## config.mk

```make
export PLATFORM = sky130hd
export DESIGN_NAME = irq_ctrl
export DESIGN_NICKNAME = d
export VERILOG_FILES = /design/src/rtl/irq_pkg.sv /design/src/rtl/irq_prio_enc.sv /design/src/rtl/irq_ctrl.sv
export SDC_FILE = /design/constraint.sdc
export NUM_CORES = 1
export LEC_CHECK = 0
export BUFFER_PORTS_ARGS = -buffer_cell sky130_fd_sc_hd__buf_2
export CAP_MARGIN = 20
export CORE_MARGIN = 2
export CORE_UTILIZATION = 50
export CTS_CLUSTER_DIAMETER = 60
export DETAILED_ROUTE_END_ITERATION = 7
export HOLD_SLACK_MARGIN = 0.15
export PLACE_DENSITY = 0.85
export SKIP_LAST_GASP = 1
export SYNTH_ARGS = -nofsm -noshare
export SYNTH_HDL_FRONTEND = slang
export SYNTH_SLANG_ARGS = --single-unit
```

## constraint.sdc

```tcl
create_clock -name clk -period 1.9 [get_ports clk]
set_input_delay 0.19 -clock clk [delete_from_list [all_inputs] [get_ports clk]]
set_output_delay 0.19 -clock clk [all_outputs]
set_load 0.02 [all_outputs]
```

## src/rtl/irq_pkg.sv

```systemverilog
// Shared definitions for the interrupt controller: source IDs, the idle ID
// and the arbitration FSM state encoding.
package irq_pkg;

    typedef logic [2:0] irq_id_t;

    localparam irq_id_t IRQ_UART  = 3'd0;
    localparam irq_id_t IRQ_TIMER = 3'd1;
    localparam irq_id_t IRQ_MEAS  = 3'd2;
    localparam irq_id_t IRQ_GPIO  = 3'd3;
    localparam irq_id_t NO_IRQ    = 3'd7;

    typedef enum logic [1:0] {
        IDLE,
        ASSERT,
        HOLDOFF
    } irq_state_e;

endpackage

```

## src/rtl/irq_prio_enc.sv

```systemverilog
// Fixed-priority encoder: the lowest set index of req_i wins.
module irq_prio_enc
    import irq_pkg::*;
#(
    parameter int unsigned NUM_IRQS = 4
) (
    input  logic [NUM_IRQS-1:0] req_i,
    output logic                valid_o,
    output irq_id_t             id_o
);

    always_comb begin
        // NOTE: every always_comb output gets a default first so no path can infer a latch.
        valid_o = |req_i;
        id_o    = NO_IRQ;
        // Scan downward so the last hit, the lowest index, is the one kept.
        for (int i = int'(NUM_IRQS) - 1; i >= 0; i--) begin
            if (req_i[i]) id_o = irq_id_t'(i);
        end
    end

endmodule

```

## src/rtl/irq_ctrl.sv

```systemverilog
// Interrupt controller: edge/level capture into pending bits, masking,
// fixed-priority arbitration and an ack/withdraw/holdoff handshake.
module irq_ctrl
    import irq_pkg::*;
#(
    parameter int unsigned NUM_IRQS = 4
) (
    input  logic                clk,
    input  logic                rst,
    input  logic [NUM_IRQS-1:0] irq_sources,
    input  logic [NUM_IRQS-1:0] irq_mask,
    input  logic [NUM_IRQS-1:0] irq_mode,
    input  logic [NUM_IRQS-1:0] pend_clr,
    input  logic                irq_ack,
    output logic [NUM_IRQS-1:0] irq_pending,
    output logic                irq_out,
    output irq_id_t             active_id
);

    logic [NUM_IRQS-1:0] src_q;
    logic [NUM_IRQS-1:0] mask_q;
    logic [NUM_IRQS-1:0] pend_q, pend_d;
    logic [NUM_IRQS-1:0] rise;
    logic [NUM_IRQS-1:0] req;
    logic [NUM_IRQS-1:0] ack_hit;
    logic                req_active;
    logic                enc_valid;
    irq_id_t             enc_id;
    irq_state_e          state_q;
    irq_id_t             active_id_q;
    logic                irq_out_q;

    // Mask is registered so a mask change reaches req one cycle later.
    assign req = pend_q & mask_q;

    always_comb begin
        rise       = irq_sources & ~src_q;
        ack_hit    = '0;
        req_active = 1'b0;
        for (int i = 0; i < int'(NUM_IRQS); i++) begin
            if (active_id_q == irq_id_t'(i)) begin
                ack_hit[i] = irq_ack && (state_q == ASSERT);
                req_active = req[i];
            end
        end
        for (int i = 0; i < int'(NUM_IRQS); i++) begin
            // Edge mode: a new edge beats any clear arriving in the same cycle.
            pend_d[i] = irq_mode[i] ? (rise[i] | (pend_q[i] & ~(pend_clr[i] | ack_hit[i])))
                                    : irq_sources[i];
        end
    end

    irq_prio_enc #(
        .NUM_IRQS (NUM_IRQS)
    ) u_prio_enc (
        .req_i   (req),
        .valid_o (enc_valid),
        .id_o    (enc_id)
    );

    // NOTE: state is updated with non-blocking assignments so every register samples pre-edge values.
    always_ff @(posedge clk) begin
        if (rst) begin
            src_q       <= '0;
            mask_q      <= '0;
            pend_q      <= '0;
            state_q     <= IDLE;
            active_id_q <= NO_IRQ;
            irq_out_q   <= 1'b0;
        end else begin
            src_q  <= irq_sources;
            mask_q <= irq_mask;
            pend_q <= pend_d;
            case (state_q)
                IDLE: begin
                    if (enc_valid) begin
                        state_q     <= ASSERT;
                        active_id_q <= enc_id;
                        irq_out_q   <= 1'b1;
                    end
                end
                ASSERT: begin
                    // Ack has priority over a simultaneous withdraw.
                    if (irq_ack || !req_active) begin
                        state_q     <= irq_ack ? HOLDOFF : IDLE;
                        active_id_q <= NO_IRQ;
                        irq_out_q   <= 1'b0;
                    end
                end
                HOLDOFF: state_q <= IDLE;
                default: begin
                    state_q     <= IDLE;
                    active_id_q <= NO_IRQ;
                    irq_out_q   <= 1'b0;
                end
            endcase
        end
    end

    assign irq_pending = pend_q;
    assign irq_out     = irq_out_q;
    assign active_id   = active_id_q;

endmodule

```

==> impl_metrics.py, run 1 <==
metrics = {
    "timing": {
        "finalCriticalPeriod_ns": 1.286,
        "clock.fmax_mhz": 777.4,
        "slew-limit-headroom_pct": 79.18,
        "worstMarginPinSlew_ns": 0.3118,
        "clock-skew-final_ns": 0.002948,
        "hold_viol_final": 0,
        "rsz0062_at_grt": "no",
        "slew_viol_final": 0,
        "setup_tns_ns": 0,
        "final.period_utilization_pct": 67.70,
        "setup-violations-final": 0,
    },
    "grt": {
        "first_global_vias": 666,
        "grt_pass1_wl_um": 2642,
        "groute.layer.met3.usage_pct": 2.586,
        "grt_use_met2_pct": 33.23,
        "grt_busiest_layer": "met2",
        "grt.overflow.total": 0,
        "antenna_violations_before_repair": 0,
        "use_met1_pct": 22.96,
        "gr-usage-all-layers_pct": 19.45,
        "grt_max_degree": 17,
    },
    "synthesis": {
        "ys_seq_elements": 18,
        "postSynthAreaPerCell_sq_um": 9.587,
        "synth_cell_types": 26,
        "netlist.area_leader.share_pct": 48.81,
        "ys_top_cells_by_area": "sky130_fd_sc_hd__dfxtp_1 49%, sky130_fd_sc_hd__nor2b_1 6.8%, sky130_fd_sc_hd__nand2_1 6.1%",
        "synth_edf_count": 0,
        "yosysWarningCount": 0,
        "synth.cell_area_sq_um": 738.2,
        "post_synthesis_net_count": 96,
        "post-synth-top-area-cell": "sky130_fd_sc_hd__dfxtp_1",
        "yosys_most_used_dff": "sky130_fd_sc_hd__dfxtp_1",
        "yosysSeqAreaShare_pct": 48.81,
        "ys_async_sr_fraction_pct": 0,
        "synthesis.instances": 77,
    },
    "power": {
        "leakage_power_figure_nw": 0.4217,
        "power.clock.fraction_pct": 30.4,
        "net_sw_share_pct": 25.08,
        "p_per_area_nw_per_um2": 795.4,
        "power.combinational.fraction_pct": 14.0,
        "power_report.internal_total_w": 0.0005703,
        "worst_ir_drop_vdd_v": 0.0004676,
        "power_frac_seq_pct": 55.6,
        "power_switching_w": 0.0001910,
    },
    "critical_path": {
        "critical_path.reg2reg.endpoint": "irq_out",
        "critical_path_class": "reg -> reg",
        "timing.critical_path.from_type": "flip-flop",
        "reg2reg_depth": 4,
        "critical_path.startpoint": "active_id[0]",
        "critical_path.endpoint_type": "flip-flop",
        "startpoint_of_the_most_critical_register_to_register_path": "active_id[0]",
        "crit_arrival_ns": 1.47,
        "timing.reg2reg.setup_slack_ns": 0.61,
        "critical_path.max_fanout": 8,
        "cp.required_ns": 2.09,
        "timing.critical_path.to": "irq_out",
    },
    "route": {
        "vias": 707,
        "route.detailed.wl_per_inst_um": 12.22,
        "viasPerCell": 5.656,
        "detail_route.drc_violations": 0,
        "length_of_the_first_detailed_routing_pass_in_iterations": 4,
        "wl_um": 1527,
        "ant_nets": 0,
        "drt-initial-drc-count": 20,
    },
    "min_path": {
        "min_path_type": "in -> reg",
        "worst_hold_startpoint": "irq_sources[2]",
    },
    "placement": {
        "place.gp.congestion": 0.8242,
        "numPortBuffers": 26,
        "place.detailed.hpwl_um": 1125,
        "place_area_sq_um": 870.8,
    },
    "final_layout": {
        "post_route_cells_drive_above_1_share_pct": 30.91,
        "multi_input_comb_area_sq_um": 357.8,
        "fin_area_sq_um": 957.2,
        "layout_common_cells": "26 x sky130_fd_sc_hd__buf_2, 18 x sky130_fd_sc_hd__dfxtp_1, 12 x sky130_fd_sc_hd__nand2_1, 8 x sky130_fd_sc_hd__nor2b_1, 5 x sky130_fd_sc_hd__dlygate4sd3_1",
        "n_fill_cell": 108,
        "layout.cells.most_common": "sky130_fd_sc_hd__buf_2",
        "sequential_cell_area_sq_um": 360.3,
        "insertedDiodeCount": 0,
        "finalNetCount": 130,
        "area_delta_synth_final_pct": 29.66,
    },
    "run_status": {
        "outcome": "finished clean",
    },
    "die": {
        "rows": 13,
        "start_util_pct": 55.35,
        "die-area_sq_um": 1800,
        "chipHeight_um": 42.43,
        "placeable_area_sq_um": 1334,
        "ioPinCount": 27,
        "die_width_um": 42.43,
    },
    "clocking": {
        "cts.reportedPaths.clkPinSlew_ns": 0.10,
        "clock_tree_from_tritoncts": "done",
        "num_cts_buffers": 3,
        "clk_path_buf_depth": 2,
        "clk-insertion-delay-late_ns": 0.29,
        "clock_sinks": 18,
        "cts-htree-levels": 1,
        "root_buffer_cell": "sky130_fd_sc_hd__clkbuf_4",
    },
    "run": {
        "timing.max_cap.violations": 0,
    },
}
==> worst max-delay path, stage by stage (launching register included) <==
cell and delay (ns):
sky130_fd_sc_hd__dfxtp_1 0.47, sky130_fd_sc_hd__nand3b_1 0.17, sky130_fd_sc_hd__o21ai_2 0.07, sky130_fd_sc_hd__o2111a_2 0.27
sky130_fd_sc_hd__o22a_1 0.21
==> power groups by stage <==
stage	Clock (W)	Combinational [W]	Sequential, W
after floorplan	0	0.0000462	0.000442
final	0.000231	0.000106	0.000423
after global routing	0.000259	0.000117	0.000427
after CTS	0.000237	0.000107	0.000424
after global placement	0	0.0000962	0.000432
after detailed placement	0	0.0000982	0.000432
==> final cells by class <==
class,instances,area share [%]
well taps,15,1.961
inverters,1,0.3922
flip-flops and latches,18,37.65
repair buffers,31,18.82
multi-input cells,56,37.39
clock buffers,4,3.791
==> worst min-delay path by stage <==
stage / to / cells after the start / slack, ns
2_1_floorplan: src_q[3] / 1 / 0.27
3_3_place_gp: mask_q[1] / 2 / 0.40
3_5_place_dp: mask_q[3] / 2 / 0.41
4_1_cts: irq_pending[2] / 4 / 0.15
5_1_grt: src_q[0] / 2 / 0.16
6_report: src_q[2] / 2 / 0.15
==> synth_stat cells, types with 2 or more instances <==
cell	n
sky130_fd_sc_hd__nor2_1	4
sky130_fd_sc_hd__o22ai_1	2
sky130_fd_sc_hd__nor4bb_1	2
sky130_fd_sc_hd__a22oi_1	2
sky130_fd_sc_hd__a21oi_1	2
sky130_fd_sc_hd__a22o_1	3
sky130_fd_sc_hd__a32oi_1	3
sky130_fd_sc_hd__nand3_1	3
sky130_fd_sc_hd__nor2b_1	8
sky130_fd_sc_hd__dfxtp_1	18
sky130_fd_sc_hd__nor3_1	4
sky130_fd_sc_hd__nand2_1	12
==> registers in the layout, indices dropped and copies added, names as in the netlist <==
name and flops:
irq_pending 4, irq_out 1, active_id 3, mask_q 4, src_q 4, state_q 2
==> per-stage QoR <==
stage	utilization [%]	std cells	setup slack, ns	hold WS, ns	power, W
2_1_floorplan	-	77	0.6019	0.2728	0.0004882
3_3_place_gp	65.29	116	0.6371	0.3983	0.0005279
3_5_place_dp	65.29	116	0.6374	0.4051	0.0005305
4_1_cts	71.76	125	0.6077	0.1504	0.0007671
5_1_grt	71.76	125	0.5425	0.1559	0.0008032
6_report	71.76	125	0.6136	0.1536	0.0007613
==> metal layers <==
| layer | vias up | wire length, um |
|---|---|---|
| met5 | - | 0 |
| met4 | 0 | 12 |
| met3 | 2 | 98 |
| met2 | 29 | 748 |
| met1 | 323 | 666 |
| li1 | 353 | - |
==> kinds of logic (layout without fill, tap and decap cells) <==
| group | count (synthesis) | in the layout | synth area share, % |
|---|---|---|---|
| and+or+nand+nor | 37 | 37 | 28.31 |
| AOI/OAI and AO/OA | 19 | 19 | 20.17 |
| DFF | 18 | 18 | 48.81 |
| buffers and inverters | 3 | 36 | 2.711 |
==> repair_timing <==
action	CTS	global route
endpoints found under the hold margin	5	0
buffers inserted	0	0
hold buffers	5	0
gates resized for setup	0	0
No activity file was read; power rests on OpenSTA's default activity.
==> run 2, diff against run 1 <==
CORE_UTILIZATION = 42   (was 50)
PLACE_DENSITY = 0.76   (was 0.85)
clock period = 1.15 ns   (was 1.9 ns; I/O delays follow)
==> run 2 against run 1 <==
- global-route usage grew 3.3 points
- combinational power grew 130%
- non-clock buffer count grew 18
- worst setup slack lost 0.65 ns
- flip-flop and latch count is the same
- the run now ends with setup timing left
==> impl_metrics.py, run 2 (synthesis results as in run 1) <==
metrics = {
    "run_status": {
        "outcome": "complete, but fails checks",
        "violated_checks": "setup timing",
    },
    "timing": {
        "setup-violations-final": 5,
        "final_critical_path_setup_slack_ns": -0.03426,
        "slew-limit-headroom_pct": 79.06,
        "finalCriticalPeriod_ns": 1.184,
        "final.period_utilization_pct": 103.0,
        "clock-skew-final_ns": 0.002705,
        "hold_viol_final": 0,
        "worstMarginPinSlew_ns": 0.3142,
        "clock.fmax_mhz": 844.4,
        "slew_viol_final": 0,
        "rsz0062_at_grt": "yes",
        "setup_tns_ns": -0.08952,
    },
    "critical_path": {
        "critical_path_class": "reg -> reg",
        "critical_path.max_fanout": 4,
        "critical_path.endpoint_type": "flip-flop",
        "cp.required_ns": 1.34,
        "timing.critical_path.from_type": "flip-flop",
        "crit_arrival_ns": 1.37,
    },
    "die": {
        "die_width_um": 45.93,
        "die-area_sq_um": 2109,
        "rows": 15,
        "chipHeight_um": 45.93,
        "placeable_area_sq_um": 1689,
        "ioPinCount": 27,
        "start_util_pct": 43.70,
    },
    "route": {
        "drt-initial-drc-count": 11,
        "length_of_the_first_detailed_routing_pass_in_iterations": 4,
        "detail_route.drc_violations": 0,
        "ant_nets": 0,
        "viasPerCell": 5.566,
        "wl_um": 2037,
        "vias": 807,
        "route.detailed.wl_per_inst_um": 14.05,
    },
    "final_layout": {
        "finalNetCount": 148,
        "layout_common_cells": "25 x sky130_fd_sc_hd__buf_2, 14 x sky130_fd_sc_hd__dlygate4sd3_1, 12 x sky130_fd_sc_hd__nand2_1, 10 x sky130_fd_sc_hd__buf_4, 10 x sky130_fd_sc_hd__dfxtp_1",
        "insertedDiodeCount": 0,
        "layout.cells.most_common": "sky130_fd_sc_hd__buf_2",
        "fin_area_sq_um": 1155,
        "area_delta_synth_final_pct": 56.44,
        "post_layout_nonfiller_instances": 145,
        "post_route_cells_drive_above_1_share_pct": 42.97,
    },
    "min_path": {
        "min_path_type": "in -> reg",
    },
    "run": {
        "timing.max_cap.violations": 0,
    },
    "clocking": {
        "root_buffer_cell": "sky130_fd_sc_hd__clkbuf_4",
        "clk-insertion-delay-late_ns": 0.29,
        "cts.reportedPaths.clkPinSlew_ns": 0.10,
        "num_cts_buffers": 3,
        "cts-htree-levels": 1,
        "clock_tree_from_tritoncts": "done",
        "clk_path_buf_depth": 2,
        "clock_sinks": 18,
    },
    "power": {
        "p_per_area_nw_per_um2": 1147,
        "worst_ir_drop_vdd_v": 0.0008170,
        "leakage_power_figure_nw": 0.5066,
    },
    "grt": {
        "gr-usage-all-layers_pct": 22.73,
        "grt_pass1_wl_um": 3408,
        "grt.overflow.total": 0,
        "first_global_vias": 784,
        "antenna_violations_before_repair": 0,
        "grt_max_degree": 17,
    },
    "placement": {
        "place.detailed.hpwl_um": 1176,
        "place.gp.congestion": 0.7830,
        "numPortBuffers": 26,
        "place_area_sq_um": 932.1,
        "place.detailed.instances": 124,
    },
}
[run 2: cell count changes in the layout (fill, tap and decap cells not counted), moves of 3 or more]
cell,previous run,this run
sky130_fd_sc_hd__dfxtp_4,0,3
sky130_fd_sc_hd__dlygate4sd3_1,5,14
sky130_fd_sc_hd__buf_4,0,10
sky130_fd_sc_hd__dfxtp_2,0,5
sky130_fd_sc_hd__dfxtp_1,18,10
[run 2: worst max-delay path: stages (launching register included)]
cell                      delay [ns]
sky130_fd_sc_hd__dfxtp_2        0.36
sky130_fd_sc_hd__nor4b_4        0.36
sky130_fd_sc_hd__nand3_1        0.12
sky130_fd_sc_hd__a22o_1         0.24
[run 2: layout make-up]
type,instances,area (sq um)
tap,17,21.27
timing repair buffer,49,340.3
multi-input combinational,56,375.4
sequential,18,377.9
fill,122,534.3
inverter,1,3.754
clock buffer,4,36.28
[run 2: where the power goes]
group / leakage (nW) / internal, W / switching [W] / total, W
combinational: 0.335 / 0.000131 / 0.000112 / 0.000243
sequential: 0.151 / 0.000662 / 0.0000387 / 0.000701
clock: 0.0210 / 0.000193 / 0.000189 / 0.000382
[run 2: worst paths after layout]
check	startpoint	endpoint	slack (ns)	cells past startpoint
worst max-delay path	active_id[1]	irq_pending[1]	-0.03	3
worst min-delay path	pend_clr[1]	irq_pending[1]	0.17	3
worst max register to register	active_id[1]	irq_pending[1]	-0.03	3
worst min register to register	irq_out	irq_out	0.48	1
[run 2: repair_timing]
action | CTS | global route
setup buffers | 2 | 1
endpoints found under the setup margin | 5 | 7
hold buffers | 14 | 0
hold endpoints to repair | 13 | 0
pin swaps | 1 | 8
gates cloned | 0 | 0
resized for setup | 3 | 6
[run 2: routing by layer]
layer	routed length [um]	up-vias	track usage (%)
li1	-	383	-
met2	1054	35	40.00
met5	0	-	0
met1	812	376	27.05
met3	93	13	2.381
met4	77	0	10.86
[run 2: stage by stage]
step,setup slack [ns],hold slack (ns),util (%),total power [W]
2_1_floorplan,0.006984,0.1978,-,0.0008112
3_3_place_gp,-0.02457,0.3238,55.19,0.0008945
3_5_place_dp,-0.02215,0.3266,55.19,0.0009008
4_1_cts,-0.01159,0.1531,66.89,0.001318
5_1_grt,-0.1008,0.1768,68.37,0.001388
6_report,-0.03426,0.1720,68.37,0.001325
==> run 3, diff against run 2 <==
CORE_ASPECT_RATIO = 0.75   (was default)
==> run 3 against run 2 <==
- the flow still finishes with violations (setup timing)
- clock skew about the same
- register-to-register slack about the same
- clock power about the same
- cell area decreased by 0.33%
- hold slack improved by 0.0066 ns
- count of clock-buffer cells in the layout unchanged
- sequential share of layout area increased by 0.11 points
- flip-flop and latch count unchanged
- non-clock buffer count decreased by 1
- core utilization decreased by 0.32 points
- via count decreased by 2.0%
- critical path type unchanged
- critical endpoint is now irq_pending[0]
- largest cell class unchanged
==> impl_metrics.py, run 3 (synthesis results as in run 1) <==
metrics = {
    "route": {
        "vias": 791,
        "detail_route.drc_violations": 0,
        "wl_um": 1955,
        "route.detailed.wl_per_inst_um": 13.12,
        "length_of_the_first_detailed_routing_pass_in_iterations": 4,
        "drt-initial-drc-count": 30,
        "viasPerCell": 5.309,
        "ant_nets": 0,
    },
    "placement": {
        "place.detailed.instances": 128,
        "place.detailed.hpwl_um": 1223,
        "place.gp.congestion": 0.7987,
        "numPortBuffers": 26,
        "place_area_sq_um": 930.9,
        "setup_slack_at_placement_ns": -0.0008497,
    },
    "die": {
        "rows": 13,
        "ioPinCount": 27,
        "placeable_area_sq_um": 1692,
        "die_width_um": 52.41,
        "chipHeight_um": 40.31,
        "die-area_sq_um": 2112,
        "start_util_pct": 43.64,
    },
    "critical_path": {
        "critical_path.top_delay_family": "simple AND/OR/NAND/NOR gates",
        "critical_path_class": "reg -> reg",
        "critical_path.endpoint_type": "flip-flop",
        "crit_path_cell_trace": "nor4b_4, nand3_1, a22o_1",
        "timing.critical_path.slowest_stage_cell": "sky130_fd_sc_hd__dfxtp_4",
        "worst_path_largest_cell_delay_ns": 0.38,
        "crit_arrival_ns": 1.38,
        "critical_path.max_fanout": 4,
        "cp.required_ns": 1.34,
        "timing.critical_path.from_type": "flip-flop",
        "cp_num_buf_inv": 0,
    },
    "clocking": {
        "clock_tree_from_tritoncts": "done",
        "root_buffer_cell": "sky130_fd_sc_hd__clkbuf_4",
        "num_cts_buffers": 3,
        "clock_sinks": 18,
        "cts.reportedPaths.clkPinSlew_ns": 0.10,
        "cts-htree-levels": 1,
        "clk-insertion-delay-late_ns": 0.29,
        "clk_path_buf_depth": 2,
    },
    "power": {
        "leakage_power_figure_nw": 0.5008,
        "worst_ir_drop_vdd_v": 0.0007378,
        "p_per_area_nw_per_um2": 1149,
    },
    "min_path": {
        "min_path_type": "in -> reg",
    },
    "timing": {
        "rsz0062_at_grt": "yes",
        "slew-limit-headroom_pct": 79.46,
        "final.period_utilization_pct": 103.3,
        "setup_tns_ns": -0.07841,
        "finalCriticalPeriod_ns": 1.188,
        "holdWs_ns": 0.1786,
        "final_critical_path_setup_slack_ns": -0.03808,
        "setup-violations-final": 3,
        "clock-skew-final_ns": 0.003101,
        "slew_viol_final": 0,
        "clock.fmax_mhz": 841.7,
        "hold_viol_final": 0,
        "worstMarginPinSlew_ns": 0.3068,
    },
    "final_layout": {
        "layout.cells.most_common": "sky130_fd_sc_hd__buf_2",
        "layout_common_cells": "26 x sky130_fd_sc_hd__buf_2, 14 x sky130_fd_sc_hd__dlygate4sd3_1, 12 x sky130_fd_sc_hd__nand2_1, 10 x sky130_fd_sc_hd__dfxtp_1",
        "area_delta_synth_final_pct": 55.93,
        "finalNetCount": 147,
        "fin_area_sq_um": 1151,
        "post_layout_nonfiller_instances": 149,
        "insertedDiodeCount": 0,
        "post_route_cells_drive_above_1_share_pct": 41.73,
    },
    "grt": {
        "antenna_violations_before_repair": 0,
        "first_global_vias": 692,
        "grt_pass1_wl_um": 2739,
        "gr-usage-all-layers_pct": 19.10,
        "grt.overflow.total": 0,
        "grt_max_degree": 17,
    },
    "run_status": {
        "violated_checks": "setup timing",
        "outcome": "complete, but fails checks",
    },
    "run": {
        "timing.max_cap.violations": 0,
    },
}
## run 3: cell count changes in the layout (fill, tap and decap cells not counted)
cell	change
sky130_fd_sc_hd__o21ai_1	-1
sky130_fd_sc_hd__a22oi_2	+1
sky130_fd_sc_hd__inv_2	-1
sky130_fd_sc_hd__buf_2	+1
sky130_fd_sc_hd__inv_1	+1
sky130_fd_sc_hd__a22oi_1	-1
sky130_fd_sc_hd__buf_4	-2
sky130_fd_sc_hd__nor3_2	-1
sky130_fd_sc_hd__o21ai_0	+1
sky130_fd_sc_hd__nor3_1	+1
## run 3: area by class of cell
class,instances,area [sq um]
fillers,149,540.5
flip-flops and latches,18,377.9
multi-input cells,56,375.4
repair buffers,48,330.3
clock buffers,4,36.28
well taps,22,27.53
inverters,1,3.754
## run 3: final timing paths
check                                   from              to  slack (ns)  depth (start not counted)
worst min register to register    state_q[0]      state_q[1]        0.47                          2
worst min-delay path                     rst       mask_q[3]        0.18                          2
worst max register to register  active_id[2]  irq_pending[0]       -0.04                          3
worst max-delay path            active_id[2]  irq_pending[0]       -0.04                          3
## run 3: report_power, final
group	switching [W]	internal, W
sequential	0.0000414	0.000662
combinational	0.000105	0.000129
clock	0.000192	0.000193
total	0.000338	0.000984
## run 3: layer usage
layer,global-route usage (%),wire length (um),vias up
li1,-,-,385
met1,20.00,813,365
met2,36.88,995,37
met3,6.716,128,4
met4,5.769,17,0
met5,0,0,-
## run 3: per-stage QoR
| step | total power [W] | util [%] |
|---|---|---|
| final | 0.001322 | 68.05 |
| after global routing | 0.001381 | 68.05 |
| after detailed placement | 0.0008995 | 55.03 |
| after floorplan | 0.0008112 | - |
| after CTS | 0.001324 | 66.49 |
| after global placement | 0.0008932 | 55.03 |
## run 3: worst reg2reg max path: cells and delay by family (launching register included)
family | cells | cell delay [ns]
AND/OR/NAND/NOR | 2 | 0.48
flip-flops | 1 | 0.38
AO/OA/AOI/OAI | 1 | 0.22
## run 3: what timing repair did
action                                  in CTS  in global routing
pin swaps                                    6                  7
endpoints found under the hold margin       13                  0
endpoints found under the setup margin       6                  6
gates resized for setup                      1                  5
hold buffers                                14                  0
setup buffers                                2                  1
